**src/rtl/tsv_tx_scheduler.sv**
```systemverilog
`default_nettype none
// ============================================================================
// Module      : tsv_tx_scheduler
// Description : Round-robin burst scheduler that multiplexes NREQ requesters
//               onto a shared DW-lane TSV bundle.
//               - Arbitration in IDLE picks the first requesting index at or
//                 above the round-robin pointer, with wrap-around.
//               - A grant lasts until a word marked last is accepted, until
//                 MAX_BURST beats have been accepted, or until the owner stops
//                 requesting.
//               - Each burst is followed by TURN_CYC idle cycles so that two
//                 owners never drive back to back.
//               - tsv_data holds its previous value on idle cycles so that
//                 the TSV lanes do not toggle needlessly.
// Ports       : clk, rst (synchronous, active-high)
//               req[NREQ], req_data[NREQ*DW], req_last[NREQ]  requester side
//               gnt[NREQ] (registered), ack[NREQ] (gnt & req, comb)
//               tsv_data[DW], tsv_valid, tsv_owner      registered TSV side
//               tsv_parity (only with TSV_SCHED_PARITY_EN): even parity
//               of the word loaded into tsv_data
// Config      : define TSV_SCHED_PARITY_EN to add the tsv_parity output.
// Revision    : 1.0 - initial release
// ============================================================================
module tsv_tx_scheduler #(
    parameter int NREQ      = 4,
    parameter int DW        = 8,
    parameter int MAX_BURST = 4,
    parameter int TURN_CYC  = 1,
    localparam int c_PW     = (NREQ > 1) ? $clog2(NREQ) : 1
) (
    input  logic               clk,
    input  logic               rst,
    input  logic [NREQ-1:0]    req,
    input  logic [NREQ*DW-1:0] req_data,
    input  logic [NREQ-1:0]    req_last,
    output logic [NREQ-1:0]    gnt,
    output logic [NREQ-1:0]    ack,
    output logic [DW-1:0]      tsv_data,
    output logic               tsv_valid,
    output logic [c_PW-1:0]    tsv_owner
`ifdef TSV_SCHED_PARITY_EN
    ,
    output logic               tsv_parity
`endif
);

    // A turnaround of zero cycles is treated as one so TURN always lasts.
    localparam int c_TC = (TURN_CYC < 1) ? 1 : TURN_CYC;
    localparam int c_TW = (c_TC > 1) ? $clog2(c_TC) : 1;
    localparam int c_CW = $clog2(MAX_BURST + 1);

    localparam logic [1:0] c_S_IDLE  = 2'd0;
    localparam logic [1:0] c_S_BURST = 2'd1;
    localparam logic [1:0] c_S_TURN  = 2'd2;

    logic [1:0]      r_state,      w_state;
    logic [c_PW-1:0] r_rr_ptr,     w_rr_ptr;
    logic [c_PW-1:0] r_owner,      w_owner;
    logic [c_CW-1:0] r_beat_cnt,   w_beat_cnt;
    logic [c_TW-1:0] r_turn_cnt,   w_turn_cnt;
    logic [NREQ-1:0] r_gnt,        w_gnt;
    logic [DW-1:0]   r_tsv_data,   w_tsv_data;
    logic            r_tsv_valid,  w_tsv_valid;
    logic [c_PW-1:0] r_tsv_owner,  w_tsv_owner;
`ifdef TSV_SCHED_PARITY_EN
    logic            r_tsv_parity, w_tsv_parity;
`endif

    // Round-robin search result
    logic            w_any;
    logic [c_PW-1:0] w_win;
    int              v_idx;

    // Granted requester's inputs
    logic            w_sel_req;
    logic            w_sel_last;
    logic [DW-1:0]   w_sel_data;
    logic            w_end;

    // ------------------------------------------------------------------
    // Round-robin winner: first set req bit at or above r_rr_ptr, wrapping.
    // ------------------------------------------------------------------
    always_comb begin
        w_any = 1'b0;
        w_win = r_rr_ptr;
        v_idx = 0;
        for (int i = 0; i < NREQ; i++) begin
            v_idx = int'(r_rr_ptr) + i;
            if (v_idx >= NREQ) begin
                v_idx = v_idx - NREQ;
            end
            if (!w_any && req[v_idx]) begin
                w_any = 1'b1;
                w_win = c_PW'(v_idx);
            end
        end
    end

    assign w_sel_req  = req[r_owner];
    assign w_sel_last = req_last[r_owner];
    assign w_sel_data = req_data[int'(r_owner)*DW +: DW];

    // ------------------------------------------------------------------
    // Next-state and registered-output logic
    // ------------------------------------------------------------------
    always_comb begin
        w_state      = r_state;
        w_rr_ptr     = r_rr_ptr;
        w_owner      = r_owner;
        w_beat_cnt   = r_beat_cnt;
        w_turn_cnt   = r_turn_cnt;
        w_gnt        = r_gnt;
        w_tsv_data   = r_tsv_data;   // held on idle cycles
        w_tsv_valid  = 1'b0;
        w_tsv_owner  = r_tsv_owner;
`ifdef TSV_SCHED_PARITY_EN
        w_tsv_parity = r_tsv_parity;
`endif
        w_end        = 1'b0;

        case (r_state)
            c_S_IDLE: begin
                w_gnt = '0;
                if (w_any) begin
                    w_state        = c_S_BURST;
                    w_owner        = w_win;
                    w_gnt[w_win]   = 1'b1;
                    w_beat_cnt     = '0;
                end
            end

            c_S_BURST: begin
                if (w_sel_req) begin
                    w_tsv_data   = w_sel_data;
                    w_tsv_valid  = 1'b1;
                    w_tsv_owner  = r_owner;
`ifdef TSV_SCHED_PARITY_EN
                    w_tsv_parity = ^w_sel_data;
`endif
                    w_beat_cnt   = r_beat_cnt + c_CW'(1);
                    // Counter reaches MAX_BURST on the final beat and stops.
                    w_end = w_sel_last || (r_beat_cnt == c_CW'(MAX_BURST - 1));
                end else begin
                    // Owner ran dry: release the bus instead of waiting.
                    w_end = 1'b1;
                end
                if (w_end) begin
                    w_state    = c_S_TURN;
                    w_gnt      = '0;
                    w_turn_cnt = '0;
                    w_rr_ptr   = (r_owner == c_PW'(NREQ - 1)) ? '0
                                                              : r_owner + c_PW'(1);
                end
            end

            c_S_TURN: begin
                w_gnt = '0;
                if (r_turn_cnt == c_TW'(c_TC - 1)) begin
                    w_state = c_S_IDLE;
                end else begin
                    w_turn_cnt = r_turn_cnt + c_TW'(1);
                end
            end

            default: begin
                w_state = c_S_IDLE;
                w_gnt   = '0;
            end
        endcase
    end

    always_ff @(posedge clk) begin
        if (rst) begin
            r_state      <= c_S_IDLE;
            r_rr_ptr     <= '0;
            r_owner      <= '0;
            r_beat_cnt   <= '0;
            r_turn_cnt   <= '0;
            r_gnt        <= '0;
            r_tsv_data   <= '0;
            r_tsv_valid  <= 1'b0;
            r_tsv_owner  <= '0;
`ifdef TSV_SCHED_PARITY_EN
            r_tsv_parity <= 1'b0;
`endif
        end else begin
            r_state      <= w_state;
            r_rr_ptr     <= w_rr_ptr;
            r_owner      <= w_owner;
            r_beat_cnt   <= w_beat_cnt;
            r_turn_cnt   <= w_turn_cnt;
            r_gnt        <= w_gnt;
            r_tsv_data   <= w_tsv_data;
            r_tsv_valid  <= w_tsv_valid;
            r_tsv_owner  <= w_tsv_owner;
`ifdef TSV_SCHED_PARITY_EN
            r_tsv_parity <= w_tsv_parity;
`endif
        end
    end

    // ack is gated by rst so that no word is consumed while the block is
    // being reset, even though gnt only clears at the reset edge.
    assign ack       = rst ? '0 : (r_gnt & req);
    assign gnt       = r_gnt;
    assign tsv_data  = r_tsv_data;
    assign tsv_valid = r_tsv_valid;
    assign tsv_owner = r_tsv_owner;
`ifdef TSV_SCHED_PARITY_EN
    assign tsv_parity = r_tsv_parity;
`endif

endmodule
`default_nettype wire

```
**config.mk**
```make
export PLATFORM = sky130hd
export DESIGN_NAME = tsv_tx_scheduler
export DESIGN_NICKNAME = d
export VERILOG_FILES = /design/src/rtl/tsv_tx_scheduler.sv
export SDC_FILE = /design/constraint.sdc
export NUM_CORES = 1
export LEC_CHECK = 0
export ABC_AREA = 1
export CAP_MARGIN = 20
export CORE_AREA = 5 5 71 73
export DETAILED_ROUTE_END_ITERATION = 6
export DIE_AREA = 0 0 76 78
export MAX_ROUTING_LAYER = met4
export PLACE_DENSITY = 0.74
export SYNTH_ARGS = -nofsm -noshare
export SYNTH_HDL_FRONTEND = slang
export SYNTH_SLANG_ARGS = --single-unit
```
**constraint.sdc**
```tcl
create_clock -name clk -period 1.5 [get_ports clk]
set_input_delay 0.15 -clock clk [delete_from_list [all_inputs] [get_ports clk]]
set_output_delay 0.15 -clock clk [all_outputs]
set_load 0.005 [all_outputs]
```
==> impl_metrics.env, run 1 <==
export IMPL_layout_nets=390
export IMPL_drc=0
export IMPL_required_ns=1.72
export IMPL_rsz0062_at_grt="yes"
export IMPL_fin_cells=396
export IMPL_gp_congestion=0.877
export IMPL_layout_drive_gt1_share_pct=26.2
export IMPL_worst_slack_ns=-0.0155
export IMPL_routedWlPerCell_um=13.3
export IMPL_setup_viol=4
export IMPL_crit_slowest_cell="dfxtp_4"
export IMPL_fillCellCount=396
export IMPL_criticalPathCategory="register to register"
export IMPL_crit_fanout=5
export IMPL_dr_total_vias=1977
export IMPL_grt_use_met3_pct=5.09
export IMPL_synth_area_per_cell_um2=6.27
export IMPL_drv_cap=0
export IMPL_h_tree_depth=1
export IMPL_cts_buffers_inserted=3
export IMPL_hold_viol_final=0
export IMPL_port_buffers=60
export IMPL_start_kind="register"
export IMPL_synthTopCellsByArea="dfxtp_1, nand2_1, nor2_1"
export IMPL_maxSlewViolCount=0
export IMPL_grt_pass1_vias=1886
export IMPL_placed_area_um2=2430
export IMPL_syn_num_nets=310
export IMPL_skew_ns=0.00741
export IMPL_placed_cells=388
export IMPL_io_pins=61
export IMPL_holdWs_ns=0.351
export IMPL_violations="setup timing"
export IMPL_hpwl_um=4000
export IMPL_critPathCaptureType="register"
export IMPL_ctsRootBufferMaster="clkbuf_8"
export IMPL_grtUsageTotal_pct=17.2
export IMPL_ant_nets=0
export IMPL_cts_tree="yes"
export IMPL_min_path_type="primary input to register"
export IMPL_status="finished, violations left"
export IMPL_die_x_um=76
export IMPL_cts_buffer_depth=2
export IMPL_cts_clk_slew_worst_paths_ns=0.09
export IMPL_antenna_found_initial=0
export IMPL_multi_input_area_um2=1150
export IMPL_synth_top_area_share_pct=28.9
export IMPL_use_met2_pct=30.1
export IMPL_netlist_area_um2=1660
export IMPL_synth_warnings=0
export IMPL_synth_cell_types=25
export IMPL_post_route_period_util_pct=101
export IMPL_core_area_um2=4290
export IMPL_worst_pin_slew_ns=0.255
export IMPL_top_usage_layer="met2"
export IMPL_yosysTopAreaCell="dfxtp_1"
export IMPL_p_per_area_nw_per_um2=1820
export IMPL_pre_cts_ws_ns=-0.312
export IMPL_area_growth_pct=62.1
export IMPL_met1_usage_pct=19.0
export IMPL_critPathMostFrequentCell="nand2_2"
export IMPL_overflow=0
export IMPL_slowest_delay_ns=0.41
export IMPL_leakagePower_nw=1.22
export IMPL_routed_wl_um=5260
export IMPL_start_util_pct=38.7
export IMPL_power_w=0.00491
export IMPL_slew_headroom_pct=83.0
export IMPL_fmax_mhz=660
export IMPL_clkLatencyLatePin_ns=0.27
export IMPL_r2r_slack_ns=-0.02
export IMPL_rows=24
export IMPL_cts_sinks=24
export IMPL_dieArea_um2=5930
export IMPL_dr_pass1_iters=4
export IMPL_n_antenna_cell=0
export IMPL_drt_iter0_markers=89
export IMPL_synthCells=265
export IMPL_ir_drop_mv=0.603
export IMPL_ys_seq_area_share_pct=28.9
export IMPL_ys_ff_latch=24
export IMPL_regArea_um2=494
export IMPL_grt_max_degree=16
export IMPL_stdcell_area_um2=2700
export IMPL_grt_pass1_wl_um=8350
export IMPL_crit_chain="buf_6, nand2_2, nand2_2, nand2_2, nand2_4, nand2_4, nand2_1, nand2_1, nand2_2, nand2_4, nor2_4, nand3_2, nand2_1"
export IMPL_crit_arrival_ns=1.73
export IMPL_routed_via_density=4.99
export IMPL_finalCriticalPeriod_ns=1.52
export IMPL_die_h_um=78
-- through the flow --
| stage | utilization [%] | TNS, ns |
|---|---|---|
| floorplan | - | 0 |
| global placement | 56.7 | -4.00 |
| detailed placement | 56.7 | -4.49 |
| CTS | 58.9 | 0 |
| global route | 62.8 | -0.891 |
| finish | 62.8 | -0.0306 |
-- cells in the mapped netlist, drive strengths merged --
cell / instances
dfxtp: 24
a21oi: 12
buf: 8
clkinv: 1
clkbuf: 5
nand3: 27
nand2: 71
o21ai: 35
ha: 3
o22ai: 8
nand4: 2
inv: 19
nor2: 50
-- registers in the layout, summed over array words and instances (netlist names) --
signal and cells:
r_state 2, gnt 4, tsv_owner 2, r_owner 2, tsv_valid 1, tsv_data 8, r_beat_cnt 3, r_rr_ptr 2
-- path summary, 6_finish.rpt --
kind | cells past startpoint | from | endpoint
max | 13 | r_rr_ptr[0]$_SDFFE_PP0P_ | gnt[3]$_SDFFE_PP0P_
min | 3 | rst | r_state[0]$_SDFFE_PP0P_
max reg2reg | 13 | r_rr_ptr[0]$_SDFFE_PP0P_ | gnt[3]$_SDFFE_PP0P_
min reg2reg | 2 | r_beat_cnt[1]$_SDFFE_PP0P_ | r_beat_cnt[1]$_SDFFE_PP0P_
-- critical path: cells and delay by family (launching register included) --
family	cells	cell delay, ns
buffers and inverters	1	0.14
DFF	1	0.41
and+or+nand+nor	12	0.91
-- per-layer routing --
layer	routed length (um)	vias to the layer above
met4	48	0
met1	2140	868
li1	-	1029
met3	460	6
met2	2610	74
met5	0	-
-- cells by family (layout without fill, tap and decap cells) --
family                     after synthesis  in the layout  share of synthesized area, %
AOI/OAI and AO/OA                       55             55                          17.2
buffers and inverters                   33            112                          9.10
adders and majority gates                3              3                          2.26
DFF                                     24             24                          28.9
and+or+nand+nor                        150            150                          42.6
-- layout make-up --
cell class / count / share of cell area [%]
Multi-Input combinational cell: 208 / 42.7
Timing Repair Buffer: 88 / 30.6
Sequential cell: 24 / 18.3
Inverter: 20 / 3.25
Tap cell: 52 / 2.41
Clock buffer: 3 / 1.53
Clock inverter: 1 / 1.11
-- power by group --
part           switching, W  total [W]  internal (W)
clock network      0.000209   0.000566      0.000357
registers          0.000180    0.00106      0.000880
logic               0.00185    0.00328       0.00144
-- placed cells by master (no fill, tap or decap) --
| master | netlist | layout |
|---|---|---|
| buf_4 | 1 | 24 |
| ha_1 | 3 | 3 |
| inv_2 | 3 | 4 |
| clkdlybuf4s50_1 | 0 | 54 |
| o21ai_0 | 28 | 27 |
| nand4_1 | 1 | 1 |
| nand3_1 | 23 | 19 |
| inv_1 | 15 | 13 |
| dlygate4sd2_1 | 0 | 4 |
| a21oi_1 | 12 | 11 |
| nor2_4 | 4 | 5 |
| nand3_2 | 3 | 6 |
| nand2_2 | 10 | 19 |
| dfxtp_4 | 0 | 2 |
| clkbuf_8 | 0 | 3 |
| nor2_1 | 45 | 45 |
| a21oi_2 | 0 | 1 |
| nand3_4 | 1 | 2 |
| nand4_4 | 0 | 1 |
| inv_8 | 0 | 1 |
| dfxtp_2 | 0 | 5 |
| o22ai_1 | 8 | 8 |
| o21ai_1 | 7 | 6 |
| dfxtp_1 | 24 | 17 |
| nand2_4 | 2 | 8 |
| inv_4 | 1 | 2 |
| bufinv_16 | 0 | 1 |
| o21ai_2 | 0 | 2 |
| buf_6 | 2 | 4 |
| nand2_1 | 59 | 44 |
| dlymetal6s2s_1 | 0 | 2 |
-- timing repair --
action,4_1_cts,5_1_grt
resized for setup,15,44
pin swaps,0,24
hold buffers,0,0
setup buffers,0,3
setup endpoints to repair,16,23
cloned,0,1
(Power assumes the default switching activity.)
==> run 2: changes to the inputs <==
--- a/config.mk
+++ b/config.mk
@@ -10,6 +10,7 @@
 export CORE_AREA = 5 5 71 73
 export DETAILED_ROUTE_END_ITERATION = 6
 export DIE_AREA = 0 0 76 78
+export GPL_TIMING_DRIVEN = 0
 export MAX_ROUTING_LAYER = met4
 export PLACE_DENSITY = 0.74
 export SYNTH_ARGS = -nofsm -noshare
==> run 2 against run 1 <==
The flow still finishes with violations (setup timing). Non-clock buffer count rose by 3. Clock skew fell by 0.0051 ns. Sequential share of layout area shrank 0.21 points.
==> impl_metrics.env, run 2 (synthesized netlist as in run 1, its figures left out) <==
export IMPL_status="finished, violations left"
export IMPL_violations="setup timing"
export IMPL_crit_chain="inv_4, buf_6, nand2_2, nand3_4, nand2_8, buf_4, nand3_1, nand3_1, nand3_1, nand2_2, nand3_1, nand2_1"
export IMPL_io_pins=61
export IMPL_layout_nets=393
export IMPL_n_antenna_cell=0
export IMPL_cts_buffers_inserted=3
export IMPL_routed_via_density=5.16
export IMPL_start_kind="register"
export IMPL_grt_pass1_wl_um=8580
export IMPL_layout_drive_gt1_share_pct=26.6
export IMPL_drt_iter0_markers=65
export IMPL_worst_pin_slew_ns=0.437
export IMPL_grtUsageTotal_pct=17.6
export IMPL_dr_total_vias=2055
export IMPL_setup_viol=5
export IMPL_placed_area_um2=2330
export IMPL_skew_ns=0.00228
export IMPL_critPathMostFrequentCell="nand3_1"
export IMPL_cts_sinks=24
export IMPL_slew_headroom_pct=70.9
export IMPL_crit_arrival_ns=1.70
export IMPL_rows=24
export IMPL_die_h_um=78
export IMPL_criticalPathCategory="register to register"
export IMPL_drv_cap=0
export IMPL_port_buffers=60
export IMPL_core_area_um2=4290
export IMPL_slowest_delay_ns=0.37
export IMPL_r2r_cells=12
export IMPL_maxSlewViolCount=0
export IMPL_fmax_mhz=652
export IMPL_ctsRootBufferMaster="clkbuf_8"
export IMPL_grt_pass1_vias=1929
export IMPL_hpwl_um=3870
export IMPL_antenna_found_initial=0
export IMPL_fin_cells=398
export IMPL_routed_wl_um=5580
export IMPL_cts_clk_slew_worst_paths_ns=0.08
export IMPL_placed_cells=377
export IMPL_regArea_um2=493
export IMPL_gp_congestion=0.853
export IMPL_rsz0062_at_grt="yes"
export IMPL_largest_reg_flops=8
export IMPL_cp_endpoint="gnt[3]$_SDFFE_PP0P_"
export IMPL_multi_input_area_um2=1180
export IMPL_crit_start="r_rr_ptr[0]$_SDFFE_PP0P_"
export IMPL_worst_slack_ns=-0.0328
export IMPL_cts_buffer_depth=2
export IMPL_leakagePower_nw=1.26
export IMPL_routedWlPerCell_um=14.0
export IMPL_ant_nets=0
export IMPL_h_tree_depth=1
export IMPL_critPathCaptureType="register"
export IMPL_clkLatencyLatePin_ns=0.26
export IMPL_p_per_area_nw_per_um2=1770
export IMPL_finalCriticalPeriod_ns=1.53
export IMPL_cp_depth=12
export IMPL_reg2reg_from="r_rr_ptr[0]$_SDFFE_PP0P_"
export IMPL_worst_path_buf_inv=3
export IMPL_dieArea_um2=5930
export IMPL_layout_common_cells="clkdlybuf4s50_1, nor2_1, nand2_1"
export IMPL_rr_endpoint="gnt[3]$_SDFFE_PP0P_"
export IMPL_drc=0
export IMPL_area_growth_pct=63.5
export IMPL_r2r_slack_ns=-0.03
export IMPL_final_common_cell="clkdlybuf4s50_1"
export IMPL_min_path_type="register to register"
export IMPL_dr_pass1_iters=5
export IMPL_post_route_period_util_pct=102
export IMPL_stdcell_area_um2=2720
export IMPL_start_util_pct=38.7
export IMPL_fillCellCount=390
export IMPL_cts_tree="yes"
export IMPL_die_x_um=76
export IMPL_required_ns=1.66
export IMPL_overflow=0
export IMPL_crit_slowest_cell="dfxtp_4"
export IMPL_ir_drop_mv=0.775
export IMPL_hold_viol_final=0
export IMPL_crit_fanout=7
export IMPL_cp_top_family="simple AND/OR/NAND/NOR gates"
export IMPL_grt_max_degree=13
-- run 2: cell count changes in the layout (fill, tap and decap cells not counted), sizes merged --
cell / change
dlygate4sd2: +1
clkinv: +1
clkdlybuf4s50: -2
bufinv: -1
inv: -1
clkbuf: +3
dlymetal6s2s: +1
-- run 2: where the power goes --
part	total, W	switching, W	internal, W
sequential	0.00104	0.000163	0.000877
clock	0.000379	0.000199	0.000180
combinational	0.00340	0.00192	0.00148
-- run 2: worst min-delay path, stage by stage (launching register included) --
cell and delay (ns):
dfxtp_1 0.32, nand2_1 0.05, a21oi_1 0.05
-- run 2: routing by layer --
layer,track usage [%],routed length (um)
met4,4.09,61
met3,3.59,330
met1,20.2,2410
met2,31.2,2780
met5,-,0
-- run 2: cell type report --
cell class / instances / area share (%)
Multi-Input combinational cell: 208 / 43.5
Sequential cell: 24 / 18.1
Clock buffer: 3 / 1.52
Buffer: 12 / 3.50
Tap cell: 52 / 2.39
Inverter: 20 / 3.27
Timing Repair Buffer: 79 / 27.7
-- run 2: repair_timing --
item	4_1_cts	5_1_grt
endpoints found under the hold margin	0	0
gates resized for setup	27	54
setup buffers	8	9
hold buffers	0	0
pin swaps	7	32
cloned	0	2
setup endpoints to repair	24	26
-- run 2: worst min path at each step --
stage	startpoint	to	depth (start not counted)
2_1_floorplan	rst	gnt[0]$_SDFFE_PP0P_	3
3_3_place_gp	r_beat_cnt[1]$_SDFFE_PP0P_	r_beat_cnt[1]$_SDFFE_PP0P_	2
3_5_place_dp	r_beat_cnt[1]$_SDFFE_PP0P_	r_beat_cnt[1]$_SDFFE_PP0P_	2
4_1_cts	r_beat_cnt[1]$_SDFFE_PP0P_	r_beat_cnt[1]$_SDFFE_PP0P_	2
5_1_grt	r_beat_cnt[1]$_SDFFE_PP0P_	r_beat_cnt[1]$_SDFFE_PP0P_	2
6_report	r_beat_cnt[1]$_SDFFE_PP0P_	r_beat_cnt[1]$_SDFFE_PP0P_	2
-- run 2: per-stage QoR --
stage          hold slack (ns)  total power, W  util [%]  setup TNS (ns)  setup WS, ns
2_1_floorplan            0.375         0.00275         -               0         0.103
3_3_place_gp             0.453         0.00353      54.2           -6.19        -0.314
3_5_place_dp             0.457         0.00358      54.2           -6.60        -0.352
4_1_cts                  0.467         0.00427      58.0               0     0.0000747
5_1_grt                  0.484         0.00521      63.3           -1.01        -0.137
6_report                 0.461         0.00482      63.3          -0.119       -0.0328
==> run 3: changes to the inputs <==
--- a/config.mk
+++ b/config.mk
@@ -16,3 +16,4 @@
 export SYNTH_ARGS = -nofsm -noshare
 export SYNTH_HDL_FRONTEND = slang
 export SYNTH_SLANG_ARGS = --single-unit
+export TNS_END_PERCENT = 30
==> run 3 against run 2 <==
The run still ends with setup timing left. Worst setup slack better by 0.021 ns. Combinational power down 2%. Via count shrank 0.83%. Sequential cell count unchanged.
==> impl_metrics.env, run 3 (synthesized netlist as in run 1, its figures left out) <==
export IMPL_die_h_um=78
export IMPL_skew_ns=0.00238
export IMPL_antenna_found_initial=0
export IMPL_routed_wl_um=5550
export IMPL_grt_pass1_vias=1929
export IMPL_stdcell_area_um2=2690
export IMPL_crit_arrival_ns=1.67
export IMPL_layout_drive_gt1_share_pct=25.1
export IMPL_hold_viol_final=0
export IMPL_layout_nets=393
export IMPL_routedWlPerCell_um=13.9
export IMPL_overflow=0
export IMPL_cts_buffers_inserted=3
export IMPL_maxSlewViolCount=0
export IMPL_violations="setup timing"
export IMPL_critPathMostFrequentCell="nand3_1"
export IMPL_clkLatencyLatePin_ns=0.26
export IMPL_port_buffers=60
export IMPL_drv_cap=0
export IMPL_area_growth_pct=61.8
export IMPL_routed_via_density=5.12
export IMPL_crit_fanout=7
export IMPL_wl_met2_um=2760
export IMPL_grtUsageTotal_pct=17.6
export IMPL_rows=24
export IMPL_critPathCaptureType="register"
export IMPL_hold_buffers=0
export IMPL_drc=0
export IMPL_start_kind="register"
export IMPL_min_path_type="register to register"
export IMPL_drt_iter0_markers=94
export IMPL_hpwl_um=3870
export IMPL_fin_util_pct=62.6
export IMPL_largest_reg_flops=8
export IMPL_ant_nets=0
export IMPL_start_util_pct=38.7
export IMPL_rsz0062_at_grt="yes"
export IMPL_status="finished, violations left"
export IMPL_slew_headroom_pct=69.8
export IMPL_crit_slowest_cell="dfxtp_2"
export IMPL_dr_total_vias=2038
export IMPL_grt_max_degree=13
export IMPL_dieArea_um2=5930
export IMPL_cts_tree="yes"
export IMPL_wl_met1_um=2390
export IMPL_finalCriticalPeriod_ns=1.51
export IMPL_p_per_area_nw_per_um2=1770
export IMPL_io_pins=61
export IMPL_die_x_um=76
export IMPL_fmax_mhz=661
export IMPL_fillCellCount=389
export IMPL_power_w=0.00475
export IMPL_gp_congestion=0.853
export IMPL_cts_buffer_depth=2
export IMPL_core_area_um2=4290
export IMPL_worst_path_buf_inv=3
export IMPL_slowest_delay_ns=0.34
export IMPL_top_layer="met4"
export IMPL_holdWs_ns=0.468
export IMPL_worst_pin_slew_ns=0.453
export IMPL_cp_top_family="simple AND/OR/NAND/NOR gates"
export IMPL_layout_common_cells="clkdlybuf4s50_1, nand2_1, nor2_1"
export IMPL_placed_area_um2=2330
export IMPL_ir_drop_mv=0.754
export IMPL_worst_slack_ns=-0.0121
export IMPL_criticalPathCategory="register to register"
export IMPL_cts_clk_slew_worst_paths_ns=0.08
export IMPL_wl_met3_um=350
export IMPL_ctsRootBufferMaster="clkbuf_8"
export IMPL_post_route_period_util_pct=101
export IMPL_setup_viol=3
export IMPL_h_tree_depth=1
export IMPL_n_antenna_cell=0
export IMPL_dr_pass1_iters=5
export IMPL_required_ns=1.66
export IMPL_crit_chain="inv_2, buf_6, nand2_4, nand3_4, nand2_8, buf_4, nand3_1, nand3_1, nand3_1, nand2_1, nand3_1, nand2_1"
export IMPL_cts_sinks=24
export IMPL_grt_pass1_wl_um=8580
export IMPL_leakagePower_nw=1.25
export IMPL_final_common_cell="clkdlybuf4s50_1"
[run 3: final cells by class]
type / count / area [um2] / area share, %
buffer: 12 / 95.1 / 3.53
tap: 52 / 65.1 / 2.42
multi-input combinational: 208 / 1160 / 43.3
timing repair buffer: 79 / 748 / 27.8
clock buffer: 3 / 41.3 / 1.53
sequential: 24 / 490 / 18.2
inverter: 20 / 86.3 / 3.21
[run 3: path summary, 6_finish.rpt]
kind	from	to	slack (ns)	depth (start not counted)
max	r_rr_ptr[0]$_SDFFE_PP0P_	gnt[3]$_SDFFE_PP0P_	-0.01	12
max reg2reg	r_rr_ptr[0]$_SDFFE_PP0P_	gnt[3]$_SDFFE_PP0P_	-0.01	12
min	r_beat_cnt[1]$_SDFFE_PP0P_	r_beat_cnt[1]$_SDFFE_PP0P_	0.47	2
min reg2reg	r_beat_cnt[1]$_SDFFE_PP0P_	r_beat_cnt[1]$_SDFFE_PP0P_	0.47	2
[run 3: timing repair]
item                                    in CTS  in global routing
buffers inserted                             8                  9
gates resized for setup                     27                 42
pin swaps                                    7                 26
gates cloned                                 0                  2
endpoints found under the setup margin      24                 26
[run 3: through the flow]
step	std cells	setup WS (ns)	setup TNS (ns)
2_1_floorplan	265	0.103	0
3_3_place_gp	377	-0.314	-6.19
3_5_place_dp	377	-0.352	-6.60
4_1_cts	388	0.0000738	0
5_1_grt	398	-0.131	-1.06
6_report	398	-0.0121	-0.0291
[run 3: worst reg2reg max path: stages (launching register included)]
cell and delay (ns):
dfxtp_2 0.34, inv_2 0.09, buf_6 0.14, nand2_4 0.06
nand3_4 0.12, nand2_8 0.09, buf_4 0.14, nand3_1 0.07
nand3_1 0.08, nand3_1 0.07, nand2_1 0.08, nand3_1 0.09
nand2_1 0.05
[run 3: metal layers]
layer	up-vias	global-route usage, %
li1	1031	-
met1	922	20.2
met2	79	31.2
met3	6	3.59
met4	0	4.09
met5	-	-
[run 3: report_power, final]
group	internal (W)	total (W)	switching (W)
combinational	0.00145	0.00334	0.00189
clock	0.000179	0.000374	0.000195
sequential	0.000874	0.00104	0.000161
